## src/rtl/mem_req_ctrl.sv

```systemverilog
// In-order request front-end for the banked byte memory: FIFO-buffered requests, one response register.
// Optional issue counters (stat_wr_cnt / stat_rd_cnt) when MEM_REQ_CTRL_STATS_EN is defined.
module mem_req_ctrl #(
   parameter int unsigned DEPTH = 4,
   parameter int unsigned AW    = 10,
   parameter int unsigned DW    = 8
) (
   input  logic          clk,
   input  logic          rst,
   input  logic          req_valid,
   output logic          req_ready,
   input  logic          req_write,
   input  logic [AW-1:0] req_addr,
   input  logic [DW-1:0] req_wdata,
   output logic          rsp_valid,
   input  logic          rsp_ready,
   output logic [DW-1:0] rsp_data,
   output logic [AW-1:0] rsp_addr,
   output logic          mem_wen,
   output logic [AW-1:0] mem_addr,
   output logic [DW-1:0] mem_wdata,
   input  logic [DW-1:0] mem_rdata
`ifdef MEM_REQ_CTRL_STATS_EN
   ,
   output logic [15:0]   stat_wr_cnt,
   output logic [15:0]   stat_rd_cnt
`endif
);

   localparam int unsigned PW = (DEPTH > 1) ? $clog2(DEPTH) : 1;
   localparam int unsigned CW = PW + 1;

   typedef struct packed {
      logic          write;
      logic [AW-1:0] addr;
      logic [DW-1:0] wdata;
   } req_t;

   req_t          fifo_q [DEPTH];
   req_t          head;
   logic [PW-1:0] wr_ptr;
   logic [PW-1:0] rd_ptr;
   logic [CW-1:0] count;
   logic          empty;
   logic          push;
   logic          pop;
   logic          slot_free;
   logic          issue_wr;
   logic          issue_rd;

   // Ready depends only on registered occupancy, never on a same-cycle pop.
   assign req_ready = (count < CW'(DEPTH));
   assign push      = req_valid && req_ready;
   assign empty     = (count == '0);
   assign head      = fifo_q[rd_ptr];
   assign slot_free = !rsp_valid || rsp_ready;
   assign issue_wr  = !empty && head.write;
   assign issue_rd  = !empty && !head.write && slot_free;
   assign pop       = issue_wr || issue_rd;

   // Memory port is driven straight from the FIFO head.
   always_comb begin
      mem_wen   = 1'b0;
      mem_addr  = '0;
      mem_wdata = '0;
      if (!empty) begin
         mem_wen   = head.write;
         mem_addr  = head.addr;
         mem_wdata = head.wdata;
      end
   end

   always_ff @(posedge clk) begin
      if (push) begin
         fifo_q[wr_ptr] <= '{write: req_write, addr: req_addr, wdata: req_wdata};
      end
   end

   always_ff @(posedge clk) begin
      if (rst) begin
         wr_ptr <= '0;
         rd_ptr <= '0;
         count  <= '0;
      end else begin
         if (push) wr_ptr <= wr_ptr + PW'(1);
         if (pop)  rd_ptr <= rd_ptr + PW'(1);
         case ({push, pop})
            2'b10:   count <= count + CW'(1);
            2'b01:   count <= count - CW'(1);
            default: count <= count;
         endcase
      end
   end

   // Single response slot; data/addr hold after the consumer drains it.
   always_ff @(posedge clk) begin
      if (rst) begin
         rsp_valid <= 1'b0;
         rsp_data  <= '0;
         rsp_addr  <= '0;
      end else if (issue_rd) begin
         rsp_valid <= 1'b1;
         rsp_data  <= mem_rdata;
         rsp_addr  <= head.addr;
      end else if (rsp_valid && rsp_ready) begin
         rsp_valid <= 1'b0;
      end
   end

`ifdef MEM_REQ_CTRL_STATS_EN
   // Saturating issue counters.
   always_ff @(posedge clk) begin
      if (rst) begin
         stat_wr_cnt <= '0;
         stat_rd_cnt <= '0;
      end else begin
         if (issue_wr && (stat_wr_cnt != 16'hFFFF)) stat_wr_cnt <= stat_wr_cnt + 16'd1;
         if (issue_rd && (stat_rd_cnt != 16'hFFFF)) stat_rd_cnt <= stat_rd_cnt + 16'd1;
      end
   end
`endif

endmodule

```

## config.mk

```make
export PLATFORM = sky130hd
export DESIGN_NAME = mem_req_ctrl
export DESIGN_NICKNAME = d
export VERILOG_FILES = /design/src/rtl/mem_req_ctrl.sv
export SDC_FILE = /design/constraint.sdc
export NUM_CORES = 1
export LEC_CHECK = 0
export CAP_MARGIN = 20
export CORE_MARGIN = 4
export CORE_UTILIZATION = 45
export CTS_BUF_LIST = sky130_fd_sc_hd__clkbuf_4 sky130_fd_sc_hd__clkbuf_8
export DETAILED_ROUTE_END_ITERATION = 7
export GPL_TIMING_DRIVEN = 1
export MAX_ROUTING_LAYER = met4
export PLACE_DENSITY = 0.67
export SKIP_LAST_GASP = 1
export SLEW_MARGIN = 20
export SYNTH_ARGS = -nofsm -noshare
export SYNTH_HDL_FRONTEND = slang
export SYNTH_SLANG_ARGS = --single-unit
```

## constraint.sdc

```tcl
create_clock -name clk -period 3.4 [get_ports clk]
set_input_delay 0.34 -clock clk [delete_from_list [all_inputs] [get_ports clk]]
set_output_delay 0.34 -clock clk [all_outputs]
set_load 0.01 [all_outputs]
```

After elaboration in Yosys (flattened, before gate mapping)
Memory sizes are Yosys's and may differ from the RTL's. A register that Yosys moved wholly into a read port is not among the register bits.
Index checks and enable logic that the tools add are counted.
{ "word_totals": {"mem_bits_rw": 76, "input_bits": 31, "mem_count": 1, "latch_bits": 0, "ff_bits": 26, "romBits": 0} }
{ "classes": {"div_mod_pow": 0, "n_reduce_logical": 13, "n_lt_le_gt_ge": 1, "bitwise_logic": 0, "add_sub_neg": 4, "shifts": 0, "n_mux": 10, "multipliers": 0, "n_eq_ne": 2} }
{ "mem_list": {"columns": ["memory", "depth", "width", "read_ports", "rd_clocked_by_memory_dff", "write_ports", "line_no", "source"], "rows": [
  ["fifo_q", 4, 19, 1, 1, 1, "39", "req_t fifo_q [DEPTH];"]
]} }
{ "ops": {"columns": ["op", "count"], "rows": [
  ["$mux W10", 1],
  ["$mux W8", 1],
  ["$pmux W3 S2", 1],
  ["$logic_and A1 B1 Y1", 5],
  ["$mux W1", 5],
  ["$add A2 B1 Y2 const B", 2],
  ["$mux W2", 2],
  ["$reduce_bool A2 Y1", 2],
  ["$add A3 B1 Y3 const B", 1],
  ["$logic_not A1 Y1", 3],
  ["$logic_not A3 Y1", 1],
  ["$lt A3 B3 Y1 const B", 1],
  ["$sub A3 B1 Y3 const B", 1],
  ["$eq A2 B1 Y1 const B", 1],
  ["$eq A2 B2 Y1 const B", 1],
  ["$logic_or A1 B1 Y1", 2]
]} }

Depth between registers and ports, before layout
{ "depth": {"depth_word": 7, "mapped_depth": 9, "ltp_nobuf": 8} }

Worst setup path before layout
Ideal clock, no wire load.
{ "synth_timing": {"path_type": "register to register", "startpoint": "reg with a tool-made name", "endpoint": "reg count[2]", "t_arrival_ps": 2135, "path_buffers": 1, "stages_incl_launch_ff": 10, "t_required_ps": 3330, "path_slack_ps": 1195, "path_cell_list": "dfxtp_1 buf_6 mux4_2 o21a_1 ha_1 inv_1 fa_1 xor2_1 or3_1 a21oi_1"} }
{ "synth_rtl": {"columns": ["element", "line_no", "source"], "rows": [
  ["to (signal assigned)", "88", "2'b10: count <= count + CW'(1);"],
  ["to (signal assigned)", "89", "2'b01: count <= count - CW'(1);"],
  ["to (signal assigned)", "90", "default: count <= count;"],
  ["to (decl)", "43", "logic [CW-1:0] count;"]
]} }

==> impl_metrics.py <==
metrics = {
    "placed_design": {
        "dp_slack_ps": 882,
        "placed_area_sq_um": 5090,
        "gp_congestion": 0.701,
        "port_buffers": 69,
        "dp_hpwl_um": 5220,
    },
    "detailed_routing": {
        "vias": 2375,
        "drt_iter0_drc": 94,
        "ant_nets": 0,
        "drc": 0,
        "wl_per_cell_um": 17.5,
        "finalWirelength_um": 7880,
        "vias_per_cell": 5.28,
        "drtPass1Iterations": 4,
    },
    "finish": {
        "syn_to_final_growth_pct": 25.0,
        "final_area_sq_um": 5300,
        "nets": 371,
        "n_fill_cell": 757,
        "drive_above_1_share": 0.133,
        "insertedDiodeCount": 0,
    },
    "clock_tree": {
        "cts-root-buf": "clkbuf_8",
        "cts_setup_buffers": 0,
        "clock_latency_ps": 360,
        "clk_pin_slew_ps": 110,
        "clk_path_buf_depth": 2,
        "cts_resized": 0,
        "cts_htree_levels": 3,
        "cts.sinks": 104,
        "numCtsBuffers": 9,
        "cts_tree": "built",
        "ctsHoldBuffers": 0,
    },
    "timing": {
        "fin_crit_ps": 2830,
        "setup_viol": 0,
        "max_freq_mhz": 353,
        "finalClockSkew_ps": 14.2,
        "relSlewSlack": 0.423,
        "hold_ws_ps": 474,
        "drv_slew": 0,
        "setup_slack_ps": 570,
        "tightest_slew_ps": 863,
        "fin_setup_tns_ps": 0,
        "period_share": 0.832,
        "rsz0062_at_grt": "no",
        "hold_viol_final": 0,
    },
    "synthesis": {
        "synth.most_common_cell": "edfxtp_1",
        "synth-seq-cells": 104,
        "synth_edf_count": 76,
        "synthTopCellsByArea": "edfxtp_1 54%, dfxtp_1 13%, mux4_2 6.9%",
        "syn-cell-area_sq_um": 4240,
        "synth_warnings": 0,
        "syn_area_per_cell_sq_um": 16.3,
        "yosysSeqAreaShare": 0.670,
        "synthTopCellsByCount": "76 x edfxtp_1, 28 x dfxtp_1, 23 x and2_1",
        "synth_nets": 297,
        "synth_top_area_share": 0.538,
        "yosysUniqueCellTypes": 29,
        "synth_top_cell_by_area": "edfxtp_1",
        "ys.flop_type": "edfxtp_1",
        "postSynthCellCount": 260,
        "async_flop_share": 0,
    },
    "power": {
        "p_sw_frac": 0.319,
        "power_density_nw_per_um2": 783,
        "sequentialPowerShare": 0.408,
        "p_comb_frac": 0.395,
        "intPower_mw": 2.83,
        "p_sw_mw": 1.33,
        "peakVddDrop_v": 0.000504,
        "p_leak_nw": 1.79,
        "p_total_mw": 4.15,
        "p_clk_frac": 0.197,
    },
    "worst_hold_path": {
        "min_path_cells": 2,
        "hp-start": "rsp_addr[2]",
        "hp-class": "flip-flop to flip-flop",
        "hold_path_end": "rsp_addr[2]",
    },
    "floorplan": {
        "start_util": 0.461,
        "coreArea_sq_um": 9200,
        "die_width_um": 105,
        "die_h_um": 105,
        "io_pins": 70,
        "die-area_sq_um": 11000,
        "rows": 35,
    },
    "setup_path": {
        "startpoint_type": "flip-flop",
        "crit_required_ps": 3060,
        "path_max_fanout": 13,
        "rr_worst_depth": 8,
        "worstSetupPathType": "flip-flop to output pin",
        "r2r_slack_ps": 900,
        "r2r-end": "count[2]",
        "crit_path_end_kind": "output pin",
        "cp.arrival_ps": 2490,
    },
    "global_routing": {
        "overflow": 0,
        "antenna_found_initial": 0,
        "gr-usage-all-layers": 0.156,
        "grt_pass1_wl_um": 13100,
        "grt_max_degree": 31,
        "grt_pass1_vias": 2467,
    },
    "status": {
        "status": "finished clean",
    },
    "flow_run": {
        "maxCapViolCount": 0,
    },
}
[how the worst max path moves through the flow]
stage / startpoint / endpoint / slack, ps / cells after the start
after floorplan: flip-flop / count[2] / 1190 / 9
after global placement: rsp_ready / count[2] / 950 / 9
after detailed placement: flip-flop / count[2] / 880 / 8
after CTS: flip-flop / mem_addr[1] / 500 / 4
after global routing: flip-flop / mem_addr[1] / 420 / 4
final: flip-flop / mem_addr[1] / 570 / 4
[layer usage]
| layer | track usage | up-vias | part of all wire |
|---|---|---|---|
| li1 | - | 1139 | - |
| met1 | 0.196 | 1170 | 0.43 |
| met2 | 0.253 | 60 | 0.51 |
| met3 | 0.0506 | 6 | 0.054 |
| met4 | 0.0281 | 0 | 0.0058 |
| met5 | - | - | 0 |
[cell usage in the layout (no fill, tap or decap)]
cell	count
inv_1	7
a21oi_1	12
clkdlybuf4s50_1	69
buf_4	10
nor3_4	1
mux4_2	13
nor2_1	8
inv_8	2
nor3_2	1
and2_1	23
mux2_2	3
buf_12	1
xnor2_1	1
ha_1	5
nand2b_1	17
nor2b_1	4
edfxtp_1	76
inv_6	2
mux2i_1	9
bufinv_16	1
clkinvlp_4	1
xor2_1	2
clkinv_8	1
fa_1	1
mux4_1	6
dfxtp_1	28
o21a_1	2
or3_1	2
o211a_1	1
clkbuf_8	9
or4b_1	10
o31ai_1	10
o21ai_0	1
[worst max-delay path, cell delays in order (launching register included)]
cell and delay, ps:
dfxtp_1 640, buf_12 230, mux4_1 590, and2_1 180, clkdlybuf4s50_1 470
[power groups by stage]
stage	Clock [mW]	Combinational (mW)	Sequential [mW]
floorplan	0	0.941	1.72
CTS	0.846	1.68	1.70
global route	0.895	1.80	1.73
detailed placement	0	1.67	1.73
global placement	0	1.65	1.72
finish	0.818	1.64	1.70
[per-stage QoR]
stage | util | cells
6_report | 0.577 | 450
5_1_grt | 0.577 | 450
4_1_cts | 0.577 | 450
3_5_place_dp | 0.553 | 434
3_3_place_gp | 0.553 | 434
2_1_floorplan | - | 260
[layout make-up]
cell class              instances  area, sq um  area share
flip-flops and latches        104         2840       0.536
multi-input cells             132         1290       0.244
repair buffers                 80          786       0.148
well taps                     111          139      0.0262
clock buffers                   9          124      0.0234
clock inverters                 7         93.8      0.0177
inverters                       7         26.3     0.00495
[logic make-up (layout without fill, tap and decap cells)]
logic type,Yosys count,count (layout),synth area share
XOR/XNOR,3,3,0.00620
flip-flops,104,104,0.670
AND/OR/NAND/NOR,66,66,0.104
adder cells (fa/ha/maj),6,6,0.0195
AO/OA/AOI/OAI,26,26,0.0389
buffers and inverters,24,103,0.0263
multiplexers,31,31,0.135
[flip-flops by register name (all words and copies together) (netlist names), named ones only]
| register | count |
|---|---|
| fifo_q | 76 |
| rsp_addr | 10 |
| rsp_data | 8 |
| count | 3 |
| rd_ptr | 2 |
| wr_ptr | 2 |
| rsp_valid | 1 |
Note: power is estimated with default switching activity, not from simulation.
